`src/rtl/hamming_decode.sv`:
```
// Hamming(21,16) decoder with single-error correction as a 2-stage elastic pipeline.
// Optional statistics counters are enabled by defining HAMMING_DEC_STATS_EN.
module hamming_decode (
    input  logic        clk,
    input  logic        rst,
    input  logic        in_valid,
    output logic        in_ready,
    input  logic [20:0] code_in,
    output logic        out_valid,
    input  logic        out_ready,
    output logic [15:0] data_out,
    output logic [4:0]  syndrome,
    output logic        err_corr,
    output logic        err_uncorr
`ifdef HAMMING_DEC_STATS_EN
   ,input  logic        cnt_clr,
    output logic [15:0] corr_cnt,
    output logic [15:0] uncorr_cnt
`endif
);

    localparam logic [4:0] LAST_POS = 5'd21;

    logic        s1_full;
    logic [20:0] s1_code;
    logic [4:0]  s1_syn;
    logic        s2_full;
    logic        s2_adv;
    logic        s1_adv;
    logic        accept;
    logic [20:0] fixed_code;
    logic [15:0] fixed_data;
    logic        corr_next;
    logic        uncorr_next;

    function automatic logic [4:0] calc_syndrome(input logic [20:0] c);
        logic [4:0] s;
        s = '0;
        for (int i = 0; i < 21; i++) begin
            if (c[i]) s = s ^ 5'(i + 1);
        end
        return s;
    endfunction

    // Data bits live at every index whose position is not a power of two.
    function automatic logic [15:0] extract_data(input logic [20:0] c);
        return {c[20:16], c[14:8], c[6:4], c[2]};
    endfunction

    // Ready depends only on pipeline occupancy and out_ready, never on in_valid.
    assign s2_adv    = !s2_full || out_ready;
    assign s1_adv    = s1_full && s2_adv;
    assign in_ready  = !s1_full || s2_adv;
    assign accept    = in_valid && in_ready;
    assign out_valid = s2_full;

    // NOTE: every always_comb output gets a default first so no latch is inferred.
    always_comb begin
        fixed_code  = s1_code;
        corr_next   = 1'b0;
        uncorr_next = 1'b0;
        if (s1_syn != 5'd0 && s1_syn <= LAST_POS) begin
            fixed_code = s1_code ^ (21'd1 << (s1_syn - 5'd1));
            corr_next  = 1'b1;
        end else if (s1_syn > LAST_POS) begin
            uncorr_next = 1'b1;
        end
        fixed_data = extract_data(fixed_code);
    end

    // NOTE: state uses non-blocking assignments so all registers update together at the edge.
    always_ff @(posedge clk or posedge rst) begin
        if (rst) begin
            s1_full <= 1'b0;
            s1_code <= '0;
            s1_syn  <= '0;
        end else if (accept) begin
            s1_full <= 1'b1;
            s1_code <= code_in;
            s1_syn  <= calc_syndrome(code_in);
        end else if (s1_adv) begin
            s1_full <= 1'b0;
        end
    end

    // NOTE: output data registers are reset too, since they must read 0 during reset.
    always_ff @(posedge clk or posedge rst) begin
        if (rst) begin
            s2_full    <= 1'b0;
            data_out   <= '0;
            syndrome   <= '0;
            err_corr   <= 1'b0;
            err_uncorr <= 1'b0;
        end else if (s2_adv) begin
            s2_full <= s1_full;
            if (s1_full) begin
                data_out   <= fixed_data;
                syndrome   <= s1_syn;
                err_corr   <= corr_next;
                err_uncorr <= uncorr_next;
            end
        end
    end

`ifdef HAMMING_DEC_STATS_EN
    logic deliver;
    assign deliver = out_valid && out_ready;

    // Clear takes priority over a same-cycle increment; counts stick at 0xFFFF.
    always_ff @(posedge clk or posedge rst) begin
        if (rst) begin
            corr_cnt   <= '0;
            uncorr_cnt <= '0;
        end else if (cnt_clr) begin
            corr_cnt   <= '0;
            uncorr_cnt <= '0;
        end else if (deliver) begin
            if (err_corr && corr_cnt != 16'hFFFF)     corr_cnt   <= corr_cnt + 16'd1;
            if (err_uncorr && uncorr_cnt != 16'hFFFF) uncorr_cnt <= uncorr_cnt + 16'd1;
        end
    end
`endif

endmodule

```
`config.mk`:
```
export PLATFORM = sky130hd
export DESIGN_NAME = hamming_decode
export DESIGN_NICKNAME = d
export VERILOG_FILES = /design/src/rtl/hamming_decode.sv
export SDC_FILE = /design/constraint.sdc
export NUM_CORES = 1
export LEC_CHECK = 0
export ABC_AREA = 1
export BUFFER_PORTS_ARGS = -buffer_cell sky130_fd_sc_hd__clkbuf_2
export CORE_ASPECT_RATIO = 0.7
export CORE_MARGIN = 2
export CORE_UTILIZATION = 34
export DETAILED_ROUTE_END_ITERATION = 6
export HOLD_SLACK_MARGIN = 0.08
export PLACE_DENSITY = 0.5
export SYNTH_ARGS = -nofsm -noshare
export SYNTH_HDL_FRONTEND = slang
export SYNTH_SLANG_ARGS = --single-unit
```
`constraint.sdc`:
```
create_clock -name clk -period 2.2 [get_ports clk]
set_input_delay 0.33 -clock clk [delete_from_list [all_inputs] [get_ports clk]]
set_output_delay 0.33 -clock clk [all_outputs]
set_load 0.1 [all_outputs]
```
# Word-level counts from Yosys, hierarchy flattened
# Cells that the tools add are included.
[word_totals]
output_inout_bits = 25
reg_bits = 51
word_cells = 90
inputBits = 25
[classes]
addsub = 1
n_bitwise = 21
n_mux = 47
n_reduce_logical = 10
n_lt_le_gt_ge = 2
n_shift = 1
[op_table]
columns = ["op", "count"]
rows = [
  ["$mux 5", 26],
  ["$mux 4", 8],
  ["$mux 21", 1],
  ["$shl 1x5->21 const A", 1],
  ["$xor 21x21->21", 1],
  ["$not 2->2", 9],
  ["$not 3->3", 6],
  ["$mux 3", 4],
  ["$mux 1", 6],
  ["$gt 5x5->1 const B", 1],
  ["$le 5x5->1 const B", 1],
  ["$reduce_bool 5->1", 1],
  ["$sub 5x1->5 const B", 1],
  ["$mux 2", 2],
  ["$not 1->1", 4],
  ["$not 4->4", 1],
  ["$logic_and 1x1->1", 3],
  ["$logic_not 1->1", 2],
  ["$logic_or 1x1->1", 2],
  ["$reduce_and 2->1", 1],
  ["$reduce_bool 2->1", 1],
]

# Logic depth before layout (Yosys ltp)
[logic_depth]
ltp_word = 64
ltp_mapped = 11

# Worst setup path before layout
# Ideal clock, no wire load.
[synth_path]
path_kind = "register to register"
start = "register s2_full (netlist: out_valid)"
end = "register s1_code[18]"
t_required_ns = 2.067
slack_ns = -0.777
path_stages_with_launch = 5
arrival_time_ns = 2.844
synth_period_minus_slack_ns = 2.977
path_cell_list = "dfrtp_1 -> nand3_1 -> nand2_1 -> clkbuf_1 -> o21ai_0"
[synth_between]
elab_chain_len = 4
[synth_lines]
columns = ["element", "line_no", "source"]
rows = [
  ["start, declared", "27", "logic s2_full;"],
  ["start signal, assigned", "95", "s2_full <= s1_full;"],
  ["$logic_not 1->1", "51", "assign s2_adv = !s2_full || out_ready;"],
  ["$logic_or 1x1->1", "51", ""],
  ["$logic_or 1x1->1", "53", "assign in_ready = !s1_full || s2_adv;"],
  ["via in_ready", "7", "output logic in_ready,"],
  ["$logic_and 1x1->1", "54", "assign accept = in_valid && in_ready;"],
  ["end signal, assigned", "79", "s1_code <= code_in;"],
  ["end, declared", "25", "logic [20:0] s1_code;"],
]
# The timed path passes the listed nets, and every way through them passes these cells.
# A chain may end at the register's enable or synchronous reset.

# Worst setup path in the final report
[layout_path]
start = "register s1_syn[0]"
end = "register data_out[5]"
[layout_between]
elab_chain_len = 4
word_cells_on_any_way = 7
cone_classes = "add/sub: 1; order compare: 1; shift: 1; mux: 1; bitwise: 1; reduce/logical: 2"
[layout_lines]
columns = ["element", "line_no", "source"]
rows = [
  ["start, declared", "26", "logic [4:0] s1_syn;"],
  ["start signal, assigned", "80", "s1_syn <= calc_syndrome(code_in);"],
  ["$sub 5x1->5", "63", "fixed_code = s1_code ^ (21'd1 << (s1_syn - 5'd1));"],
  ["$shl 1x5->21", "63", ""],
  ["$xor 21x21->21", "63", ""],
  ["$mux 21 (*)", "62", "if (s1_syn != 5'd0 && s1_syn <= LAST_POS) begin"],
  ["end signal, assigned", "97", "data_out <= fixed_data;"],
  ["end, declared", "11", "output logic [15:0] data_out,"],
]
# Every way passes the cells marked *; elsewhere a longest branch is shown, timed or not.

==> results.py <==
metrics = {
    "run_status": {
        "status": "finished, final reports clean",
    },
    "final_layout": {
        "area_growth_pct": 18.1,
        "drive_gt1_frac": 0.199,
        "fin_nets": 463,
        "antenna_cells": 0,
    },
    "yosys": {
        "synthesis.area_sq_um": 2810,
        "synth_most_common_cell": "nand2_1",
        "synth-seq-area-share": 0.409,
        "synth-main-ff-cell": "dfrtp_1",
        "synth_top_cell_area_share": 0.409,
        "yosys_register_bits": 46,
        "synth_nets": 412,
        "synth_area_leaders": "dfrtp_1, nand2_1, nand3_1, inv_1, o21ai_0",
        "async_flop_share": 1.00,
        "synthTopCellsByCount": "nand2_1, dfrtp_1, inv_1",
        "synth_edf_count": 0,
        "yosys_warnings": 0,
        "synthCells": 386,
        "syn-mean-instance-area_sq_um": 7.29,
        "synth_cell_type_count": 30,
        "yosys.area.top_type": "dfrtp_1",
    },
    "clocking": {
        "clk-insertion-delay-late_ps": 290,
        "htreeDepth": 2,
        "cts_buffers": 5,
        "numClockSinks": 46,
        "clockBufferDepth": 2,
        "cts_resized": 0,
        "cts_tree": "done",
        "clkSlewWorstSetupHoldPaths_ps": 60,
        "root_buffer": "clkbuf_16",
    },
    "timing": {
        "fin_crit_sh": 0.863,
        "drv_slew": 0,
        "hold_viol": 0,
        "period_needed_ps": 1900,
        "timing.hold.ws_ps": 308,
        "worstMarginPinSlew_ps": 773,
        "rsz0062_at_grt": "false",
        "clock_skew_ps": 3.91,
        "setup_viol": 0,
        "slew_headroom": 0.482,
        "fmax_mhz": 526,
        "tns_ps": 0,
    },
    "drt": {
        "drt_iter0_markers": 110,
        "wl_per_cell_um": 13.0,
        "drc": 0,
        "vias": 2574,
        "drt-pass1-iter-count": 4,
        "wirelength_mm": 7.02,
        "vias_per_cell": 4.78,
        "ant_nets": 0,
    },
    "global_routing": {
        "track_usage": 0.171,
        "grt_pass1_vias": 2438,
        "grt_overflow": 0,
        "grt_pass1_wl_mm": 12.0,
        "grt_max_degree": 31,
        "antenna_found_initial": 0,
    },
    "pwr": {
        "p_sw_w": 0.00228,
        "p_total_w": 0.00419,
        "irDropWorstVdd_uv": 810,
        "p_int_w": 0.00191,
        "pwr-share-comb": 0.520,
        "p_sw_frac": 0.544,
        "seq_power_share": 0.295,
        "p_clk_frac": 0.185,
        "p_leak_nw": 1.83,
        "p_per_area_nw_per_um2": 1260,
    },
    "floorplanning": {
        "num_rows": 27,
        "chipHeight_um": 80.1,
        "floorplan.die_area_sq_um": 9030,
        "coreArea_sq_um": 7940,
        "die_x_um": 113,
        "initial_utilization": 0.354,
        "io_pins": 50,
    },
    "worst_setup_path": {
        "startpoint_type": "flip-flop",
        "worstPathMaxFanout": 7,
        "cp.required_ps": 2380,
        "endpoint_kind": "flip-flop",
        "worstSetupPathType": "flip-flop to flip-flop",
        "arrival_ps": 2080,
    },
    "flow_run": {
        "drv_cap": 0,
    },
    "placed_design": {
        "gp_congestion": 0.856,
        "portBuffers": 49,
        "dp_hpwl_mm": 5.60,
    },
    "worst_hold_path": {
        "holdCritPathClass": "input pin to flip-flop",
    },
}
critical path, stage by stage (launching register included):
cell and delay, ps:
dfrtp_1 470, nor2_4 220, ha_1 330, nor3_1 450, nand4_1 150, nand3_1 100, nand2_1 60
metrics by stage:
step	setup WS, ps	util	cells	area, sq um
6_report	300	0.419	539	3320
5_1_grt	75.5	0.419	539	3320
4_1_cts	284	0.419	539	3320
3_5_place_dp	293	0.398	530	3160
3_3_place_gp	369	0.398	530	3160
2_1_floorplan	13.5	-	386	2820
flip-flops by register name (all words and copies together) (netlist names):
signal / flops
data_out: 16
err_corr: 1
err_uncorr: 1
out_valid: 1
s1_code: 16
s1_full: 1
s1_syn: 5
syndrome: 5
area by class of cell:
class	instances	area, sq um
sequential	46	1150
timing repair buffer	54	298
tap	101	126
inverter	44	165
multi-input combinational	286	1430
fill	848	4610
clock buffer	6	139
clock inverter	2	12.5
kinds of logic after synthesis:
logic type | Yosys count | synth area share
AO/OA/AOI/OAI | 37 | 0.0849
AND/OR/NAND/NOR | 238 | 0.386
flip-flops | 46 | 0.409
adder cells (fa/ha/maj) | 1 | 0.00445
buffers and inverters | 54 | 0.0840
XOR/XNOR | 10 | 0.0311
layout by cell type (no fill, tap or decap), drive strengths merged:
cell type,instances
buf,4
o21bai,9
nor2,8
clkinvlp,1
dlygate4sd3,1
clkbuf,55
a21oi,3
nor3,3
nand3b,5
ha,1
inv,42
o21ai,24
dfrtp,46
nand4,14
nand2,168
clkinv,3
a31oi,1
xor2,5
xnor2,5
nand3,40
layer usage:
layer  up-vias  GRT usage  part of all wire
li1       1335          -                 -
met1      1194      0.248              0.53
met2        40      0.259              0.42
met3         5     0.0377             0.045
met4         0     0.0415            0.0066
met5         -          0                 0
power groups by stage:
stage          sequential, W  clock (W)  combinational, W
2_1_floorplan        0.00232          0          0.000755
3_3_place_gp         0.00125          0           0.00217
3_5_place_dp         0.00125          0           0.00219
4_1_cts              0.00124   0.000794           0.00219
5_1_grt              0.00127   0.000832           0.00233
6_report             0.00124   0.000774           0.00218
final timing paths:
check | depth (start not counted) | from | slack, ps | to
setup / recovery | 6 | s1_syn[0] | 300 | data_out[5]
hold / removal | 3 | code_in[4] | 310 | s1_code[4]
setup reg to reg | 6 | s1_syn[0] | 300 | data_out[5]
hold reg to reg | 2 | data_out[13] | 480 | data_out[13]
max in group asynchronous | 4 | rst | 1040 | s1_code[19]
min in group asynchronous | 3 | rst | 620 | data_out[11]
what timing repair did:
item / 4_1_cts / 5_1_grt
endpoints found under the hold margin: 18 / 0
hold buffers: 1 / 0
buffers inserted: 0 / 0
Power figures use the tool's default switching activity.
